`src/rtl/divider2_if.sv`:
```
`default_nettype none
// +----------------------------------------------------------------------------+
// | divider2_if : request/remainder-stage bundle for the divider2 controller   |
// | Revision    : 1.0                                                          |
// +----------------------------------------------------------------------------+
interface divider2_if;
  logic        startEn;
  logic        signedOp;
  logic [31:0] dividendIn;
  logic [31:0] divisorIn;
  logic        wasNegative;
  logic        remainderEn;
  logic [1:0]  remainderSel;
  logic [31:0] dividend;
  logic [31:0] divisor;
  logic [31:0] quotient;
  logic        busy;
  logic        done;
  logic        divByZero;

  modport master (
    output startEn, signedOp, dividendIn, divisorIn, wasNegative,
    input  remainderEn, remainderSel, dividend, divisor, quotient,
           busy, done, divByZero
  );

  modport slave (
    input  startEn, signedOp, dividendIn, divisorIn, wasNegative,
    output remainderEn, remainderSel, dividend, divisor, quotient,
           busy, done, divByZero
  );
endinterface
`default_nettype wire

```
`src/rtl/divider2_control.sv`:
```
`default_nettype none
// +----------------------------------------------------------------------------+
// | divider2_control : sequencer for the 32-iteration restoring divider        |
// | Revision         : 1.0                                                     |
// +----------------------------------------------------------------------------+
module divider2_control (
  input  wire logic   clk,
  input  wire logic   reset,
  divider2_if.slave   bus
);

  typedef enum logic [1:0] {
    S_IDLE  = 2'd0,
    S_LOOP  = 2'd1,
    S_FIXUP = 2'd2,
    S_DONE  = 2'd3
  } state_t;

  localparam logic [1:0] RESET_REMAINDER      = 2'd0;
  localparam logic [1:0] NEG_REMAINDER        = 2'd1;
  localparam logic [1:0] SHIFTED_REMAINDER    = 2'd2;
  localparam logic [1:0] SUBTRACTED_REMAINDER = 2'd3;

  state_t      state_q,    state_d;
  logic [4:0]  count_q,    count_d;
  logic [31:0] dividend_q, dividend_d;
  logic [31:0] divisor_q,  divisor_d;
  logic [31:0] quotient_q, quotient_d;
  logic        neg_quo_q,  neg_quo_d;
  logic        neg_rem_q,  neg_rem_d;
  logic        busy_q,     busy_d;
  logic        done_q,     done_d;
  logic        dbz_q,      dbz_d;
  logic        rem_en;
  logic [1:0]  rem_sel;
  logic        divisor_zero;

  assign divisor_zero = (bus.divisorIn == 32'd0);

  always_comb begin
    state_d    = state_q;
    count_d    = count_q;
    dividend_d = dividend_q;
    divisor_d  = divisor_q;
    quotient_d = quotient_q;
    neg_quo_d  = neg_quo_q;
    neg_rem_d  = neg_rem_q;
    busy_d     = busy_q;
    done_d     = 1'b0;
    dbz_d      = dbz_q;
    rem_en     = 1'b0;
    rem_sel    = RESET_REMAINDER;

    case (state_q)
      S_IDLE: begin
        if (bus.startEn) begin
          dividend_d = (bus.signedOp && bus.dividendIn[31]) ? -bus.dividendIn : bus.dividendIn;
          divisor_d  = (bus.signedOp && bus.divisorIn[31])  ? -bus.divisorIn  : bus.divisorIn;
          // A zero divisor must leave the all-ones quotient un-negated.
          neg_quo_d  = bus.signedOp & (bus.dividendIn[31] ^ bus.divisorIn[31]) & ~divisor_zero;
          neg_rem_d  = bus.signedOp & bus.dividendIn[31];
          dbz_d      = divisor_zero;
          quotient_d = 32'd0;
          count_d    = 5'd0;
          busy_d     = 1'b1;
          rem_en     = 1'b1;
          rem_sel    = RESET_REMAINDER;
          state_d    = S_LOOP;
        end
      end
      S_LOOP: begin
        rem_en     = 1'b1;
        rem_sel    = bus.wasNegative ? SHIFTED_REMAINDER : SUBTRACTED_REMAINDER;
        quotient_d = {quotient_q[30:0], ~bus.wasNegative};
        dividend_d = {dividend_q[30:0], 1'b0};
        count_d    = count_q + 5'd1;
        if (count_q == 5'd31) begin
          state_d = S_FIXUP;
        end
      end
      S_FIXUP: begin
        if (neg_quo_q) begin
          quotient_d = -quotient_q;
        end
        if (neg_rem_q) begin
          rem_en  = 1'b1;
          rem_sel = NEG_REMAINDER;
        end
        done_d  = 1'b1;
        state_d = S_DONE;
      end
      S_DONE: begin
        busy_d  = 1'b0;
        state_d = S_IDLE;
      end
      default: begin
        state_d = S_IDLE;
      end
    endcase
  end

  always_ff @(posedge clk or posedge reset) begin
    if (reset) begin
      state_q    <= S_IDLE;
      count_q    <= 5'd0;
      dividend_q <= 32'd0;
      divisor_q  <= 32'd0;
      quotient_q <= 32'd0;
      neg_quo_q  <= 1'b0;
      neg_rem_q  <= 1'b0;
      busy_q     <= 1'b0;
      done_q     <= 1'b0;
      dbz_q      <= 1'b0;
    end else begin
      state_q    <= state_d;
      count_q    <= count_d;
      dividend_q <= dividend_d;
      divisor_q  <= divisor_d;
      quotient_q <= quotient_d;
      neg_quo_q  <= neg_quo_d;
      neg_rem_q  <= neg_rem_d;
      busy_q     <= busy_d;
      done_q     <= done_d;
      dbz_q      <= dbz_d;
    end
  end

  assign bus.remainderEn  = rem_en;
  assign bus.remainderSel = rem_sel;
  assign bus.dividend     = dividend_q;
  assign bus.divisor      = divisor_q;
  assign bus.quotient     = quotient_q;
  assign bus.busy         = busy_q;
  assign bus.done         = done_q;
  assign bus.divByZero    = dbz_q;

endmodule
`default_nettype wire

```
`src/flat_wrapper.sv`:
```
// flat-port wrapper written by rule: the top's interface ports become plain ports
module divider2_control_flat 
  (clk, reset, bus_startEn, bus_signedOp, bus_dividendIn, bus_divisorIn, bus_wasNegative, bus_remainderEn, bus_remainderSel, bus_dividend, bus_divisor, bus_quotient, bus_busy, bus_done, bus_divByZero);
  divider2_if bus_i ();
  input  wire logic clk;
  input  wire logic reset;
  input wire logic [$bits(bus_i.startEn)-1:0] bus_startEn;
  input wire logic [$bits(bus_i.signedOp)-1:0] bus_signedOp;
  input wire logic [$bits(bus_i.dividendIn)-1:0] bus_dividendIn;
  input wire logic [$bits(bus_i.divisorIn)-1:0] bus_divisorIn;
  input wire logic [$bits(bus_i.wasNegative)-1:0] bus_wasNegative;
  output wire logic [$bits(bus_i.remainderEn)-1:0] bus_remainderEn;
  output wire logic [$bits(bus_i.remainderSel)-1:0] bus_remainderSel;
  output wire logic [$bits(bus_i.dividend)-1:0] bus_dividend;
  output wire logic [$bits(bus_i.divisor)-1:0] bus_divisor;
  output wire logic [$bits(bus_i.quotient)-1:0] bus_quotient;
  output wire logic [$bits(bus_i.busy)-1:0] bus_busy;
  output wire logic [$bits(bus_i.done)-1:0] bus_done;
  output wire logic [$bits(bus_i.divByZero)-1:0] bus_divByZero;
  assign bus_i.startEn = bus_startEn;
  assign bus_i.signedOp = bus_signedOp;
  assign bus_i.dividendIn = bus_dividendIn;
  assign bus_i.divisorIn = bus_divisorIn;
  assign bus_i.wasNegative = bus_wasNegative;
  assign bus_remainderEn = bus_i.remainderEn;
  assign bus_remainderSel = bus_i.remainderSel;
  assign bus_dividend = bus_i.dividend;
  assign bus_divisor = bus_i.divisor;
  assign bus_quotient = bus_i.quotient;
  assign bus_busy = bus_i.busy;
  assign bus_done = bus_i.done;
  assign bus_divByZero = bus_i.divByZero;
  divider2_control u_core (.clk(clk), .reset(reset), .bus(bus_i));
endmodule
```
`config.mk`:
```
export PLATFORM = sky130hd
export DESIGN_NAME = divider2_control_flat
export DESIGN_NICKNAME = d
export VERILOG_FILES = /design/src/rtl/divider2_if.sv /design/src/rtl/divider2_control.sv /design/src/flat_wrapper.sv
export SDC_FILE = /design/constraint.sdc
export NUM_CORES = 1
export LEC_CHECK = 0
export CELL_PAD_IN_SITES_DETAIL_PLACEMENT = 0
export CELL_PAD_IN_SITES_GLOBAL_PLACEMENT = 2
export CORE_ASPECT_RATIO = 1.75
export CORE_MARGIN = 10
export CORE_UTILIZATION = 30
export CTS_BUF_LIST = sky130_fd_sc_hd__clkbuf_2
export DETAILED_ROUTE_END_ITERATION = 7
export PLACE_DENSITY_LB_ADDON = 0.15
export SYNTH_ARGS = -nofsm -noshare
export SYNTH_HDL_FRONTEND = slang
export SYNTH_SLANG_ARGS = --single-unit
export TNS_END_PERCENT = 30
```
`constraint.sdc`:
```
create_clock -name clk -period 4.4 [get_ports clk]
set_input_delay 0.88 -clock clk [delete_from_list [all_inputs] [get_ports clk]]
set_output_delay 0.88 -clock clk [all_outputs]
set_load 0.01 [all_outputs]
```
==> impl_metrics.ini, run 1 <==
[status]
status = finished clean

[power_and_ir_drop]
powerDensity_nw_per_um2 = 735
power_frac_seq = 0.282
vdd_drop_max_v = 0.000354
internal-power_mw = 3.33
swShare = 0.501
leakage_nw = 3.54
comb_power_share = 0.647
clkPwrFrac = 0.071
power_switching_mw = 3.34

[synthesis]
synth_common_cells = 108 x dfrtp_1, 97 x o21ai_0, 80 x nand2_1
yosysMostFrequentCell = dfrtp_1
yosys.area.top_type = dfrtp_1
netlist_instances = 822
yosysSeqAreaShare = 0.391
async_flop_share = 1.00
synth-edff-count = 0
synth_area_leaders = dfrtp_1 39%, o21ai_0 7.0%, xnor2_1 4.6%
synth_top_family_by_area = compound AO/OA/AOI/OAI gates
synth_compound_area_frac = 0.239
syn-mean-instance-area_um2 = 8.41
synth_seq_cells = 108
synthFlopType = dfrtp_1
yosysWarnings = 0
synthMuxAreaShare = 0.0192
ys_types = 73
synth_top_area_share = 0.391
synth_fa_ha_area_frac = 0.0181
syn_area_um2 = 6920
synth-simple-area-share = 0.229
synth_xor_xnor_area_share = 0.0633
syn_nets = 901

[timing]
slew_headroom = 0.391
finClkSkew_ns = 0.0357
worst_pin_slew_ns = 0.895
hold_violations = 0
tns_ns = 0
worst_slack_ns = 0.797
period_share = 0.819
fin_crit_ns = 3.60
grt_setup_unrepaired = false
timing.fmax_ghz = 0.278
slew_violations = 0
setup_viol = 0

[global_routing]
grt_pass1_vias = 6915
grt_max_degree = 73
antenna_found_initial = 1
grt_pass1_wl_um = 40500
overflow = 0
grtUsageTotal = 0.171

[critical_path]
worstReg2RegStart = u_core.bus.quotient[0]
cp_max_fo = 13
crit_path_end_kind = output pin
critPathLaunchType = register
path_class = reg2out
endpoint = bus_remainderEn
worstReg2RegEnd = u_core.bus.quotient[28]
r2r_cells = 7
crit_start = u_core.state_q[0]
worst_ep_arrival_time_ns = 2.72
reg2reg_slack_ns = 1.53
critPathRequiredTime_ns = 3.52

[cts]
htreeDepth = 3
cts_buffers = 9
cts_max_path_buffers = 2
clk_latency_ns = 0.65
cts_tree = yes
postCtsSetupBuffers = 0
cts.sinks = 108
clk_pin_slew_ns = 0.31
ctsHoldBuffers = 0
root_buffer = clkbuf_2
cts-resized-gates = 0

[die]
ioPinCount = 171
fp.dieH_um = 221
fp-row-count = 73
initial_core_util = 0.304
die_w_um = 135
die_area_um2 = 29800
core_um2 = 22700

[placement]
post_dp_cell_area_um2 = 8980
hpwlAfterDp_um = 19100
dp_slack_ns = 0.881
place.gp.congestion = 0.860
numPortBuffers = 170

[drt]
ant_nets = 0
avgRoutedWirePerCell_um = 20.2
drtPass1Iterations = 5
avgViaCountPerCell = 5.34
drt_iter0_markers = 448
drc = 0
drt_wl_total_um = 25700
num_vias = 6811

[run]
maxCapViolations = 0

[cells_and_area]
layout.nets = 1050
layout-drive-gt1-share = 0.0585
fin_area_um2 = 9080
area_growth_pct = 31.3
n_fill_cell = 2359

[min_path]
hold_path_class = reg2reg
## worst min path at each step
stage	start	endpoint	slack [ns]	cells past startpoint
final	u_core.bus.divisor[1]	u_core.bus.divisor[1]	0.52	2
after global routing	u_core.bus.divisor[0]	u_core.bus.divisor[0]	0.56	2
after CTS	u_core.bus.divisor[1]	u_core.bus.divisor[1]	0.53	2
after detailed placement	u_core.bus.divisor[1]	u_core.bus.divisor[1]	0.47	2
after global placement	u_core.bus.divisor[1]	u_core.bus.divisor[1]	0.46	2
after floorplan	u_core.neg_rem_q	u_core.neg_rem_q	0.45	2
## per-layer routing
layer | part of all wire | wire length [um] | global-route usage
met1 | 0.40 | 10400 | 0.193
met2 | 0.53 | 13600 | 0.302
met3 | 0.052 | 1340 | 0.0436
met4 | 0.015 | 382 | 0.0552
met5 | 0 | 0 | 0
## flip-flops by register name, summed over array words and instances (netlist names)
signal                count
u_core.bus.dividend      32
u_core.neg_quo_q          1
u_core.bus.busy           1
u_core.bus.divByZero      1
u_core.neg_rem_q          1
u_core.bus.done           1
u_core.count_q            5
u_core.state_q            2
u_core.bus.divisor       32
u_core.bus.quotient      32
## power by group through the flow
stage | registers [mW] | logic, mW | clock network (mW)
5_1_grt | 1.95 | 4.75 | 0.540
3_3_place_gp | 1.91 | 4.35 | 0
6_report | 1.88 | 4.32 | 0.476
3_5_place_dp | 1.91 | 4.36 | 0
2_1_floorplan | 1.95 | 2.33 | 0
4_1_cts | 1.89 | 4.36 | 0.510
## logic make-up (layout without fill, tap and decap cells)
| kind of cell | count (synthesis) | count (layout) |
|---|---|---|
| adder cells (fa/ha/maj) | 10 | 10 |
| XOR/XNOR | 50 | 50 |
| AND/OR/NAND/NOR | 300 | 300 |
| buffers and inverters | 75 | 227 |
| other | 0 | 1 |
| AO/OA/AOI/OAI | 266 | 266 |
| multiplexers | 13 | 13 |
| flip-flops | 108 | 108 |
## critical path, cell delays in order, from the launching register on
cell and delay (ns):
dfrtp_1 0.48, inv_1 0.13, ha_1 0.60, nand2_2 0.10, a31oi_1 0.19, clkdlybuf4s50_1 0.57
## cell type report
class                      instances  area, um2  area share
antenna                            1       2.50    0.000276
clock buffer                      10       50.0     0.00551
clock inverter                     4       42.5     0.00469
inverter                          26        100      0.0110
multi-input combinational        639       3970       0.437
sequential                       108       2700       0.298
tap                              300        375      0.0413
timing repair buffer             187       1840       0.203
## per-stage QoR
step	hold slack, ns	power, mW	cells	utilization
finish	0.520	6.68	1275	0.399
global route	0.563	7.24	1275	0.399
CTS	0.528	6.76	1274	0.399
detailed placement	0.470	6.27	1260	0.395
global placement	0.465	6.26	1260	0.395
floorplan	0.450	4.28	822	-
## cell usage in the layout (no fill, tap or decap), types with 9 or more instances in the layout
cell | Yosys | routed
a21oi_1 | 52 | 52
a22oi_1 | 10 | 10
a31oi_1 | 21 | 21
and3_1 | 14 | 14
buf_4 | 0 | 16
clkbuf_2 | 0 | 10
clkdlybuf4s50_1 | 0 | 170
dfrtp_1 | 108 | 108
ha_1 | 10 | 9
inv_1 | 26 | 25
mux2i_1 | 11 | 10
nand2_1 | 80 | 79
nand3_1 | 22 | 22
nor2_1 | 61 | 61
nor3_1 | 24 | 24
nor4_1 | 16 | 16
o21ai_0 | 97 | 97
o22ai_1 | 14 | 14
or3_1 | 23 | 23
xnor2_1 | 36 | 36
xor2_1 | 14 | 14
Note: power is estimated with default switching activity, not from simulation.
==> inputs of run 2 (changes only) <==
==> constraint.sdc (replaced) <==
create_clock -name clk -period 3.4 [get_ports clk]
set_input_delay 0.68 -clock clk [delete_from_list [all_inputs] [get_ports clk]]
set_output_delay 0.68 -clock clk [all_outputs]
set_load 0.01 [all_outputs]
==> impl_metrics.ini, run 2 (same netlist as run 1, synthesis figures left out) <==
[power_and_ir_drop]
comb_power_share = 0.650
power_frac_seq = 0.276
power_switching_mw = 4.34
powerDensity_nw_per_um2 = 953
swShare = 0.494
vdd_drop_max_v = 0.000475
internal-power_mw = 4.45
clkPwrFrac = 0.074
leakage_nw = 3.61

[timing]
finClkSkew_ns = 0.0491
slew_violations = 0
timing.fmax_ghz = 0.302
slew_headroom = 0.535
hold_ws_ns = 0.454
worst_slack_ns = 0.0932
tns_ns = 0
fin_crit_ns = 3.31
setup_viol = 0
period_share = 0.973
hold_violations = 0
grt_setup_unrepaired = true
worst_pin_slew_ns = 0.696

[die]
fp-row-count = 73
initial_core_util = 0.304
fp.dieH_um = 221
ioPinCount = 171
die_w_um = 135
core_um2 = 22700
die_area_um2 = 29800

[critical_path]
slowest_delay_ns = 0.59
reg2reg_slack_ns = 0.84
cp.depth = 4
crit_chain = inv_1, ha_2, a21boi_0, clkdlybuf4s50_1
critPathSlowestCell = clkdlybuf4s50_1
cp_max_fo = 9
worstReg2RegEnd = u_core.bus.dividend[15]
timing.critical_path.buf_inv = 2
critPathTopFamily = buffers and inverters
worstReg2RegStart = u_core.state_q[1]
path_class = reg2out
r2r_cells = 7
crit_start = u_core.state_q[1]
critPathRequiredTime_ns = 2.72
endpoint = bus_remainderSel[0]
critPathLaunchType = register
crit_path_end_kind = output pin
worst_ep_arrival_time_ns = 2.63

[placement]
numPortBuffers = 170
place.gp.congestion = 0.784
dp_slack_ns = 0.351
hpwlAfterDp_um = 18900

[drt]
drc = 0
avgRoutedWirePerCell_um = 19.8
ant_nets = 0
drt_wl_total_um = 25600
drt_iter0_markers = 356
num_vias = 6824
drtPass1Iterations = 5
avgViaCountPerCell = 5.29

[cells_and_area]
layout.nets = 1063
area_growth_pct = 33.3
layout_commonest_cell = clkdlybuf4s50_1
n_fill_cell = 2342
layout-drive-gt1-share = 0.0748
final_cell_mix = 170 x clkdlybuf4s50_1, 108 x dfrtp_1, 97 x o21ai_0, 79 x nand2_1, 61 x nor2_1

[global_routing]
grt_pass1_wl_um = 40800
grtUsageTotal = 0.171
overflow = 0
grt_pass1_vias = 7090
antenna_found_initial = 2
grt_max_degree = 109

[cts]
cts_max_path_buffers = 2
cts_buffers = 9
cts.sinks = 108
root_buffer = clkbuf_2
clk_pin_slew_ns = 0.33
htreeDepth = 3
cts_tree = yes
clk_latency_ns = 0.69

[status]
status = finished clean

[run]
maxCapViolations = 0

[min_path]
hold_path_class = in2async
[run 2: changes by cell type in the layout (fill, tap and decap cells not counted)]
cell / delta
inv_4: -1
clkinvlp_4: +2
clkinv_2: +1
ha_1: -2
diode_2: +1
buf_4: +13
ha_4: +2
[run 2: timing repair]
action,in CTS,in global routing
pin swaps,0,0
gates cloned,0,0
setup endpoints to repair,2,2
gates resized for setup,3,1
setup buffers,0,1
hold buffers,0,0
[run 2: layer usage]
layer	track usage	vias up	share of wire
met1	0.193	3300	0.40
li1	-	3349	-
met4	0.0573	0	0.021
met2	0.307	151	0.53
met3	0.0383	24	0.050
met5	0	-	0
[run 2: how the worst min path moves through the flow]
stage | end | from | slack, ns | cells after the start
2_1_floorplan | u_core.neg_rem_q | u_core.neg_rem_q | 0.45 | 2
3_3_place_gp | u_core.bus.divisor[2] | u_core.bus.divisor[2] | 0.46 | 2
3_5_place_dp | u_core.bus.divisor[14] | u_core.bus.divisor[14] | 0.47 | 2
4_1_cts | u_core.bus.quotient[6] | reset | 0.44 | 3
5_1_grt | u_core.bus.quotient[6] | reset | 0.45 | 3
6_report | u_core.bus.quotient[6] | reset | 0.45 | 3
[run 2: cell type report]
type / count / area (um2) / area share
Multi-Input combinational cell: 639 / 3990 / 0.433
Antenna cell: 2 / 5.00 / 0.000543
Tap cell: 300 / 375 / 0.0407
Inverter: 26 / 101 / 0.0110
Sequential cell: 108 / 2700 / 0.293
Timing Repair Buffer: 200 / 1940 / 0.210
Clock buffer: 10 / 50.0 / 0.00543
Clock inverter: 6 / 55.1 / 0.00597
[run 2: tightest hold or removal path, stage by stage]
cell and delay [ns]:
clkdlybuf4s50_1 0.44, clkinvlp_4 0.09, buf_12 0.46
[run 2: power by group through the flow]
stage / clock, mW / combinational, mW / sequential [mW]
final: 0.651 / 5.71 / 2.42
after floorplan: 0 / 3.02 / 2.52
after CTS: 0.684 / 5.77 / 2.44
after global placement: 0 / 5.72 / 2.47
after global routing: 0.717 / 6.31 / 2.53
after detailed placement: 0 / 5.73 / 2.46
[run 2: metrics by stage]
stage          utilization  std cells  instance area [um2]  total power [mW]
2_1_floorplan            -        822                 6920              5.54
3_3_place_gp         0.399       1272                 9080              8.18
3_5_place_dp         0.399       1272                 9080              8.18
4_1_cts              0.404       1288                 9200              8.89
5_1_grt              0.405       1291                 9220              9.56
6_report             0.405       1291                 9220              8.79
==> inputs of run 3 (changes only) <==
--- a/config.mk
+++ b/config.mk
@@ -11,6 +11,7 @@
 export CORE_MARGIN = 10
 export CORE_UTILIZATION = 30
 export CTS_BUF_LIST = sky130_fd_sc_hd__clkbuf_2
+export CTS_CLUSTER_DIAMETER = 100
 export DETAILED_ROUTE_END_ITERATION = 7
 export PLACE_DENSITY_LB_ADDON = 0.15
 export SYNTH_ARGS = -nofsm -noshare
==> constraint.sdc (replaced) <==
create_clock -name clk -period 3.1 [get_ports clk]
set_input_delay 0.62 -clock clk [delete_from_list [all_inputs] [get_ports clk]]
set_output_delay 0.62 -clock clk [all_outputs]
set_load 0.01 [all_outputs]
==> impl_metrics.ini, run 3 (same netlist as run 1, synthesis figures left out) <==
[run]
maxCapViolations = 0

[placement]
numPortBuffers = 170
post_dp_cell_area_um2 = 9200
hpwlAfterDp_um = 19600
place.gp.congestion = 0.812

[critical_path]
crit_start = u_core.state_q[1]
cp_max_fo = 22
critPathLaunchType = register
reg2reg_slack_ns = 0.69
slowest_delay_ns = 0.57
worstReg2RegStart = u_core.state_q[1]
crit_chain = inv_1, ha_4, buf_8, clkdlybuf4s50_1
critPathRequiredTime_ns = 2.48
worstReg2RegEnd = u_core.bus.dividend[18]
crit_path_end_kind = output pin
path_class = reg2out
worst_ep_arrival_time_ns = 2.30
endpoint = bus_remainderSel[1]
critPathSlowestCell = clkdlybuf4s50_1
r2r_cells = 7

[power_and_ir_drop]
clkPwrFrac = 0.063
comb_power_share = 0.665
total_power_mw = 9.67
powerDensity_nw_per_um2 = 1040
vdd_drop_max_v = 0.000473
internal-power_mw = 4.93
leakage_nw = 3.71
swShare = 0.490
power_switching_mw = 4.74
power_frac_seq = 0.273

[die]
die_w_um = 135
ioPinCount = 171
die_area_um2 = 29800
fp-row-count = 73
initial_core_util = 0.304
fp.dieH_um = 221
core_um2 = 22700

[timing]
worst_pin_slew_ns = 1.07
grt_setup_unrepaired = false
finClkSkew_ns = 0.0402
slew_headroom = 0.285
tns_ns = 0
slew_violations = 0
setup_viol = 0
fin_crit_ns = 2.92
period_share = 0.941
timing.fmax_ghz = 0.343
hold_violations = 0

[drt]
drtPass1Iterations = 5
drt_iter0_markers = 442
drc = 0
num_vias = 6972
avgRoutedWirePerCell_um = 19.9
ant_nets = 0
drt_wl_total_um = 26100
avgViaCountPerCell = 5.32

[cts]
ctsHoldBuffers = 0
root_buffer = clkbuf_2
clk_pin_slew_ns = 0.32
cts_buffers = 9
htreeDepth = 3
clk_latency_ns = 0.66
cts_max_path_buffers = 2
cts.sinks = 108
cts_tree = yes

[cells_and_area]
layout_commonest_cell = clkdlybuf4s50_1
area_growth_pct = 35.0
layout.nets = 1084
layout-drive-gt1-share = 0.0942
fin_area_um2 = 9340
final_cell_mix = 168 x clkdlybuf4s50_1, 108 x dfrtp_1, 97 x o21ai_0, 79 x nand2_1, 61 x nor2_1
n_fill_cell = 2362

[status]
status = finished clean

[global_routing]
antenna_found_initial = 1
overflow = 0
grt_max_degree = 109
grt_pass1_vias = 7149
grtUsageTotal = 0.173
grt_pass1_wl_um = 41300

[min_path]
hold_path_class = in2async
==> run 3: cell count changes in the layout (fill, tap and decap cells not counted) <==
cell             delta
diode_2             -1
buf_4              +20
ha_4                -1
clkbuf_2            +1
ha_2                +2
clkdlybuf4s50_1     -2
bufinv_16           -1
ha_1                -1
buf_8               +1
clkinvlp_4          -1
dlygate4sd2_1       +2
==> run 3: worst min path at each step <==
stage                             endpoint  slack, ns  depth (start not counted)
floorplan                 u_core.neg_rem_q       0.45                          2
global placement     u_core.bus.divisor[1]       0.46                          2
detailed placement  u_core.bus.divisor[18]       0.47                          2
CTS                 u_core.bus.quotient[6]       0.40                          3
global route        u_core.bus.quotient[5]       0.41                          3
finish              u_core.bus.divisor[26]       0.42                          3
==> run 3: power groups by stage <==
stage,clock network (mW),logic (mW),registers (mW)
floorplan,0,3.31,2.77
global placement,0,6.41,2.69
detailed placement,0,6.42,2.68
CTS,0.646,6.49,2.65
global route,0.711,7.14,2.73
finish,0.608,6.43,2.64
==> run 3: through the flow <==
| step | utilization | hold slack, ns | instances | setup slack (ns) |
|---|---|---|---|---|
| floorplan | - | 0.450 | 822 | 0.574 |
| global placement | 0.404 | 0.462 | 1288 | 0.239 |
| detailed placement | 0.404 | 0.474 | 1288 | 0.209 |
| CTS | 0.409 | 0.404 | 1305 | 0.0133 |
| global route | 0.411 | 0.409 | 1310 | 0.0221 |
| finish | 0.411 | 0.422 | 1310 | 0.182 |
==> run 3: worst max-delay path, delay by kind of cell, from the launching register on <==
kind,cells,cell delay (ns)
adders and majority gates,1,0.24
buffers and inverters,3,0.94
DFF,1,0.47
==> run 3: metal layers <==
| layer | up-vias | track usage | part of all wire |
|---|---|---|---|
| li1 | 3396 | - | - |
| met4 | 0 | 0.0552 | 0.016 |
| met1 | 3399 | 0.191 | 0.39 |
| met3 | 22 | 0.0354 | 0.045 |
| met2 | 155 | 0.317 | 0.55 |
| met5 | - | 0 | 0 |
==> run 3: final cells by class <==
| class | instances | area (um2) | share of cell area |
|---|---|---|---|
| multi-input combinational | 639 | 3980 | 0.426 |
| sequential | 108 | 2700 | 0.289 |
| timing repair buffer | 221 | 2100 | 0.225 |
| tap | 300 | 375 | 0.0402 |
| inverter | 26 | 101 | 0.0109 |
| clock inverter | 4 | 17.5 | 0.00188 |
| clock buffer | 11 | 55.1 | 0.00589 |
| antenna | 1 | 2.50 | 0.000268 |
==> run 3: what timing repair did <==
action / in CTS / in global routing
pin swaps: 0 / 1
gates cloned: 0 / 0
gates resized for setup: 7 / 1
endpoints found under the setup margin: 3 / 1
buffers inserted: 2 / 4
